<file path="src/rtl/flag_condition_unit.sv">
// flag_condition_unit: registers ZF/CF/SF/OF derived from the ALU result,
// answers condition-code queries one cycle after request, and keeps a small
// LIFO so the control unit can save/restore the flag set.
module flag_condition_unit #(
   parameter int unsigned WIDTH       = 6,
   parameter int unsigned STACK_DEPTH = 4
) (
   input  logic             CLK,
   input  logic             RST,
   input  logic [WIDTH-1:0] Resultado,
   input  logic             Carry_in,
   input  logic             Overflow_in,
   input  logic             Update,
   input  logic             Push,
   input  logic             Pop,
   input  logic [3:0]       Cond,
   input  logic             Cond_req,
   output logic             Cond_ack,
   output logic             Cond_true,
   output logic             ZF,
   output logic             CF,
   output logic             SF,
   output logic             OF,
   output logic             Stack_full,
   output logic             Stack_empty,
   output logic             Stack_err
);

   localparam int unsigned AW  = (STACK_DEPTH > 1) ? $clog2(STACK_DEPTH) : 1;
   localparam int unsigned SPW = AW + 1;

   // Flag register, packed {Z,C,S,O}
   logic [3:0]     r_flags;
   logic [SPW-1:0] r_sp;
   logic [3:0]     r_lifo [STACK_DEPTH];
   logic           r_full;
   logic           r_empty;
   logic           r_err;
   logic           r_ack;
   logic           r_true;

   logic           w_z, w_c, w_s, w_o;
   logic           w_push_ok;
   logic           w_pop_ok;
   logic           w_err;
   logic [SPW-1:0] w_sp_inc;
   logic [SPW-1:0] w_sp_dec;
   logic [SPW-1:0] w_sp_next;
   logic [AW-1:0]  w_wr_idx;
   logic [AW-1:0]  w_rd_idx;
   logic [3:0]     w_new_flags;
   logic           w_eval;

   assign w_z = r_flags[3];
   assign w_c = r_flags[2];
   assign w_s = r_flags[1];
   assign w_o = r_flags[0];

   assign w_sp_inc = r_sp + 1'b1;
   assign w_sp_dec = r_sp - 1'b1;
   assign w_wr_idx = r_sp[AW-1:0];
   assign w_rd_idx = w_sp_dec[AW-1:0];

   assign w_new_flags = {~|Resultado, Carry_in, Resultado[WIDTH-1], Overflow_in};

   // Legal stack operations and the error pulse condition
   always_comb begin
      w_push_ok = Push & ~Pop & ~r_full;
      w_pop_ok  = Pop & ~Push & ~r_empty;
      w_err     = (Push & Pop) | (Push & r_full) | (Pop & r_empty);
      w_sp_next = r_sp;
      if (w_push_ok) begin
         w_sp_next = w_sp_inc;
      end else if (w_pop_ok) begin
         w_sp_next = w_sp_dec;
      end
   end

   // Condition-code evaluation on the currently registered flags
   always_comb begin
      w_eval = 1'b0;
      unique case (Cond)
         4'h0: w_eval = w_z;
         4'h1: w_eval = ~w_z;
         4'h2: w_eval = w_c;
         4'h3: w_eval = ~w_c;
         4'h4: w_eval = w_s;
         4'h5: w_eval = ~w_s;
         4'h6: w_eval = w_o;
         4'h7: w_eval = ~w_o;
         4'h8: w_eval = w_c & ~w_z;
         4'h9: w_eval = ~w_c | w_z;
         4'hA: w_eval = (w_s == w_o);
         4'hB: w_eval = (w_s != w_o);
         4'hC: w_eval = ~w_z & (w_s == w_o);
         4'hD: w_eval = w_z | (w_s != w_o);
         4'hE: w_eval = 1'b1;
         4'hF: w_eval = 1'b0;
         default: w_eval = 1'b0;
      endcase
   end

   // Flag register: legal Pop beats Update, otherwise hold
   always_ff @(posedge CLK) begin
      if (RST) begin
         r_flags <= '0;
      end else if (w_pop_ok) begin
         r_flags <= r_lifo[w_rd_idx];
      end else if (Update) begin
         r_flags <= w_new_flags;
      end
   end

   // LIFO storage; Push saves the pre-Update flag value
   always_ff @(posedge CLK) begin
      if (!RST && w_push_ok) begin
         r_lifo[w_wr_idx] <= r_flags;
      end
   end

   // Stack pointer, registered full/empty status and error pulse
   always_ff @(posedge CLK) begin
      if (RST) begin
         r_sp    <= '0;
         r_full  <= 1'b0;
         r_empty <= 1'b1;
         r_err   <= 1'b0;
      end else begin
         r_sp    <= w_sp_next;
         r_full  <= (w_sp_next == SPW'(STACK_DEPTH));
         r_empty <= (w_sp_next == '0);
         r_err   <= w_err;
      end
   end

   // Condition handshake: ack and result one cycle after request
   always_ff @(posedge CLK) begin
      if (RST) begin
         r_ack  <= 1'b0;
         r_true <= 1'b0;
      end else begin
         r_ack  <= Cond_req;
         r_true <= Cond_req & w_eval;
      end
   end

   assign ZF          = r_flags[3];
   assign CF          = r_flags[2];
   assign SF          = r_flags[1];
   assign OF          = r_flags[0];
   assign Cond_ack    = r_ack;
   assign Cond_true   = r_true;
   assign Stack_full  = r_full;
   assign Stack_empty = r_empty;
   assign Stack_err   = r_err;

endmodule

</file>
<file path="config.mk">
export PLATFORM = sky130hd
export DESIGN_NAME = flag_condition_unit
export DESIGN_NICKNAME = d
export VERILOG_FILES = /design/src/rtl/flag_condition_unit.sv
export SDC_FILE = /design/constraint.sdc
export NUM_CORES = 1
export LEC_CHECK = 0
export CAP_MARGIN = 20
export CELL_PAD_IN_SITES_DETAIL_PLACEMENT = 0
export CELL_PAD_IN_SITES_GLOBAL_PLACEMENT = 2
export CORE_MARGIN = 5
export CORE_UTILIZATION = 33
export DETAILED_ROUTE_END_ITERATION = 8
export PLACE_DENSITY = 0.81
export RECOVER_POWER = 100
export SETUP_SLACK_MARGIN = 0.3
export SYNTH_ARGS = -nofsm -noshare
export SYNTH_HDL_FRONTEND = slang
export SYNTH_SLANG_ARGS = --single-unit
</file>
<file path="constraint.sdc">
create_clock -name CLK -period 2.16 [get_ports CLK]
set_clock_uncertainty 0.15 [all_clocks]
set_input_delay 0.216 -clock CLK [delete_from_list [all_inputs] [get_ports CLK]]
set_output_delay 0.216 -clock CLK [all_outputs]
set_load 0.005 [all_outputs]
</file>
## Word-level counts from Yosys, hierarchy flattened

Memory sizes are Yosys's and may differ from the RTL's.
Cells that the tools add are included.

| storage, ports and cells | value |
|---|---|
| memories | 1 |
| logic and storage cells | 64 |
| output and inout bits | 9 |
| bits in writable memories | 16 |
| bits of input ports | 18 |
| flip-flop bits (word level) | 12 |

Memory list:

| memory | words | bits a word | read ports | clocked after Yosys merged registers in | write ports | RTL line | source |
|---|---|---|---|---|---|---|---|
| r_lifo | 4 | 4 | 1 | 0 | 1 | 35 | `logic [3:0] r_lifo [STACK_DEPTH];` |

| operators by class | value |
|---|---|
| multiplexer cells | 7 |
| reduce and logical (&&, ||, !) cells | 7 |
| bitwise gates (word level) | 22 |
| add/sub/neg operators | 2 |
| equal/unequal tests | 18 |

Operator list:

| operator | count |
|---|---|
| $eq 4x4->1 const B | 8 |
| $eq 4x3->1 const B | 4 |
| $pmux 1 s16 | 1 |
| $and 1x1->1 | 10 |
| $eq 4x2->1 const B | 2 |
| $mux 4 | 2 |
| $not 1->1 | 8 |
| $mux 3 | 2 |
| $reduce_or 6->1 | 1 |
| $eq 4x1->1 const B | 1 |
| $logic_not 4->1 | 1 |
| $or 1x1->1 | 4 |
| $add 3x1->3 const B | 1 |
| $eq 3x3->1 const B | 1 |
| $logic_not 3->1 | 1 |
| $sub 3x1->3 const B | 1 |
| $logic_not 1->1 | 2 |
| $mux 1 | 2 |
| $reduce_bool 2->1 | 1 |
| $eq 1x1->1 | 1 |
| $logic_and 1x1->1 | 1 |
| $ne 1x1->1 | 1 |

## Logic depth before layout (Yosys ltp)

| logic depth | value |
|---|---|
| depth after elaboration | 6 |
| gate-level depth with buffers | 7 |
| mapped depth without buffers | 5 |

## Least setup slack after synthesis

No wires, ideal clock.

| timing | value |
|---|---|
| path type | register -> register |
| start | register r_sp[0] |
| end | register r_flags[0] |
| slack | 0.419 ns |
| arrival | 1.469 ns |
| clock period less this slack | 1.741 ns |
| setup time | 0.122 ns |
| data required time | 1.888 ns |
| stages on the path, launching flop included | 8 |
| path buffers | 2 |
| path through | dfxtp_1 -> buf_2 -> inv_1 -> ha_1 -> buf_4 -> mux4_2 -> nor2_1 -> a211oi_1 |

| between the ends | value |
|---|---|
| longest elaborated chain between the ends | 3 |

RTL lines:

| element | RTL line | source |
|---|---|---|
| start, declared | 34 | `logic [SPW-1:0] r_sp;` |
| start signal, assigned | 129 | `r_sp <= w_sp_next;` |
| $sub 3x1->3 | 60 | `assign w_sp_dec = r_sp - 1'b1;` |
| $mem_v2 4x4 | - |  |
| $mux 4 | 107 | `end else if (w_pop_ok) begin` |
| end signal, assigned | 108 | `r_flags <= r_lifo[w_rd_idx];` |
| end signal, assigned | 110 | `r_flags <= w_new_flags;` |
| end, declared | 33 | `logic [3:0] r_flags;` |

No other way between the ends.
A chain may end at the register's enable or synchronous reset.

## Worst setup path after layout

| timing | value |
|---|---|
| start | input Pop |
| end | memory r_lifo[0][1], enable pin |

| between the ends | value |
|---|---|
| longest elaborated chain between the ends | 6 |

RTL lines:

| element | RTL line | source |
|---|---|---|
| start, declared | 15 | `input logic Pop,` |
| $not 1->1 | 68 | `w_push_ok = Push & ~Pop & ~r_full;` |
| $and 1x1->1 (2 in series) | 68 |  |
| $logic_and 1x1->1 | 116 | `if (!RST && w_push_ok) begin` |
| $mux 1 | 116 |  |
| $mux 1 (implied by the code) | 117 | `r_lifo[w_wr_idx] <= r_flags;` |
| end, declared | 35 |  |

No other way between the ends.

==> flow_summary.yaml <==
clock_tree:
  cts_max_level: 1
  cts_buffer_depth: 2
  cts_tree: "done"
  cts.sinks: 28
  cts_root_buf: "clkbuf_8"
  clkLatencyLatePin_ns: 0.27
  post_cts_buffers: 0
  cts_hold_buf: 0
  cts-buffers-inserted: 3
  post_cts_resized: 2
  cts.clk_slew.worst_paths_ns: 0.09
placed_design:
  dp_slack_ns: -0.0412
  port-buffer-count: 26
  dp_hpwl_mm: 2.32
  place_congestion: 0.822
  place_inst: 186
  dpl_cell_area_um2: 1700
sta:
  rsz0062_at_grt: "no"
  hold_violations: 0
  max_freq_mhz: 512
  min_period_ns: 1.95
  period_share_pct: 90.4
  tightestPinTransition_ns: 0.396
  slew_headroom_pct: 73.6
  setup_viol: 0
  fin_ws_ns: 0.207
  slew_viol_final: 0
grt:
  grt_start_max_net_pins: 17
  grt_pass1_wl_mm: 5.00
  grt_pass1_vias: 1058
  grt_use_total_pct: 12.0
  antenna_found_initial: 0
  grt_overflow: 0
power:
  vdd_ir_drop_max_uv: 304
  powerDensity_nw_per_um2: 849
  power_w: 0.00149
  leakagePower_nw: 0.642
detailed_routing:
  vias: 955
  drt_iter0_drc: 56
  route.antenna.remaining_nets: 0
  drt-total-wl_mm: 2.96
  detail_route.wl_per_cell_um: 15.6
  first_pass_iters: 4
  drc: 0
  viasPerCell: 5.03
critical_path:
  timing.rr.start: "r_sp[1]"
  cp_cell_sequence: "dlygate4sd3_1, or3b_4, nor2_2, and2_0"
  arrival_ns: 1.76
  cp_num_buf_inv: 1
  r2r_cells: 5
  cp_slowest_stage_delay_ns: 0.62
  rrSetupSlack_ns: 0.31
  cp_top_family: "simple AND/OR/NAND/NOR gates"
  cp-start-kind: "primary input"
  timing.rr.end: "r_flags[2]"
  end_kind: "register"
  criticalPathCategory: "in -> reg"
  cp_max_fo: 6
  required_ns: 1.97
  cp_slowest_cell: "dlygate4sd3_1"
floorplanning:
  rows: 23
  fp.dieW_um: 74.2
  core_area_um2: 4000
  dieArea_um2: 5510
  start_util_pct: 34.0
  die_h_um: 74.2
  ios: 27
final_layout:
  stdcell_area_um2: 1750
  final_layout_size_suffix_gt1_share_pct: 12.9
  n_antenna_cell: 0
  fillCellCount: 389
  finalNonFillerCells: 190
  area_growth_pct: 28.5
  final_nets: 163
  post-route-util_pct: 43.7
job:
  maxCapViolations: 0
synthesis:
  synthCells: 109
  synth.yosys.seq_area_share_pct: 52.9
  syn_area_um2: 1360
  synth_area_per_cell_um2: 12.5
  ys_ff_latch: 28
  yosys.cell_types.count: 35
  yosysWarnings: 0
  syn_nets: 131
min_path:
  min_from: "Stack_empty"
  min_to: "Stack_err"
  hp-class: "reg -> reg"
  hold_depth: 2
status:
  status: "finished clean"
==> cells in the mapped netlist (all sizes together) <==
master   n  share of area (%)
a211oi   7                4.6
a21o     1               0.55
a21oi    4                1.5
a221o    1               0.74
a221oi   2                1.3
a22oi    1               0.55
a311oi   1               0.64
a32oi    1               0.64
and2     4                1.8
buf      6                2.8
dfxtp   12                 18
edfxtp  16                 35
ha       4                3.7
inv      4                1.1
mux2     1                1.1
mux2i    5                3.7
mux4     4                6.6
nand2    4                1.1
nand3    1               0.37
nor2     9                2.5
nor2b    6                2.8
nor3     3                1.5
nor3b    2                1.8
nor4     1               0.46
o21ai    2               0.74
o21bai   1               0.55
or3b     2                1.5
xnor2    2                1.3
xor2     2                1.3
==> worst max path at each step <==
stage / end / from / cells after the start / slack, ns
after floorplan: r_flags[0] / r_sp[0] / 7 / 0.42
after global placement: r_lifo[1][2] / Pop / 4 / 0.01
after detailed placement: r_lifo[2][2] / Pop / 4 / -0.04
after CTS: ZF / r_flags[3] / 1 / 0.33
after global routing: r_lifo[0][2] / Pop / 4 / 0.18
final: r_lifo[0][1] / Pop / 4 / 0.21
==> cells by family after synthesis <==
kind of cell,Yosys count,synth area share (%)
XOR/XNOR,4,2.57
flip-flops,28,52.9
AND/OR/NAND/NOR,32,13.8
multiplexers,10,11.4
AO/OA/AOI/OAI,21,11.8
buffers and inverters,10,3.86
adder cells (fa/ha/maj),4,3.68
==> registers in the layout, indices dropped and copies added (netlist names) <==
signal and cells:
r_lifo 16, r_sp 3, r_flags 4, Stack_empty 1, Cond_ack 1, Stack_err 1, Stack_full 1, Cond_true 1
==> power by group <==
group          switching, W  internal [W]
clock network      0.000153      0.000248
registers         0.0000513      0.000623
logic              0.000194      0.000216
==> metal layers <==
layer | wire length [µm] | up-vias | global-route usage [%]
met4 | 14 | 0 | 4.35
met2 | 1570 | 31 | 21.5
met1 | 1240 | 456 | 14.3
met5 | 0 | - | 0
met3 | 135 | 2 | 2.43
li1 | - | 466 | -
==> cells in the final DEF (no fill, tap or decap), types with 2 or more instances in the layout <==
cell type,synthesis,layout
clkdlybuf4s50_1,0,17
clkbuf_1,0,3
dfxtp_1,12,12
buf_4,1,4
mux2i_1,5,5
mux4_2,4,4
a211oi_1,5,6
o21ai_0,2,2
edfxtp_1,16,16
nor3_1,2,2
a21oi_1,4,4
dlygate4sd3_1,0,9
a221oi_1,2,2
and2_1,4,2
xnor2_1,2,2
nand2_1,4,4
nor2b_1,6,6
inv_1,4,4
ha_1,4,4
nor2_1,9,8
xor2_1,2,2
clkbuf_8,0,3
==> stage by stage <==
stage	TNS, ns	hold slack [ns]
after CTS	0	0.369
after detailed placement	-0.368	0.369
after global placement	0	0.360
final	0	0.357
after global routing	0	0.384
after floorplan	0	0.206
==> worst register-to-register path: stages, from the launching register on <==
cell	delay, ns
dfxtp_1	0.46
inv_1	0.11
ha_1	0.48
mux4_2	0.36
nor2_1	0.12
a211oi_1	0.06
==> layout make-up <==
| cell class | count | area, µm² | area share (%) |
|---|---|---|---|
| clock inverter | 1 | 30.0 | 1.72 |
| clock buffer | 3 | 41.3 | 2.36 |
| tap | 50 | 62.6 | 3.58 |
| inverter | 4 | 15.0 | 0.858 |
| timing repair buffer | 33 | 302 | 17.2 |
| multi-input combinational | 71 | 578 | 33.0 |
| sequential | 28 | 721 | 41.2 |
No activity file was read; power rests on OpenSTA's default activity.
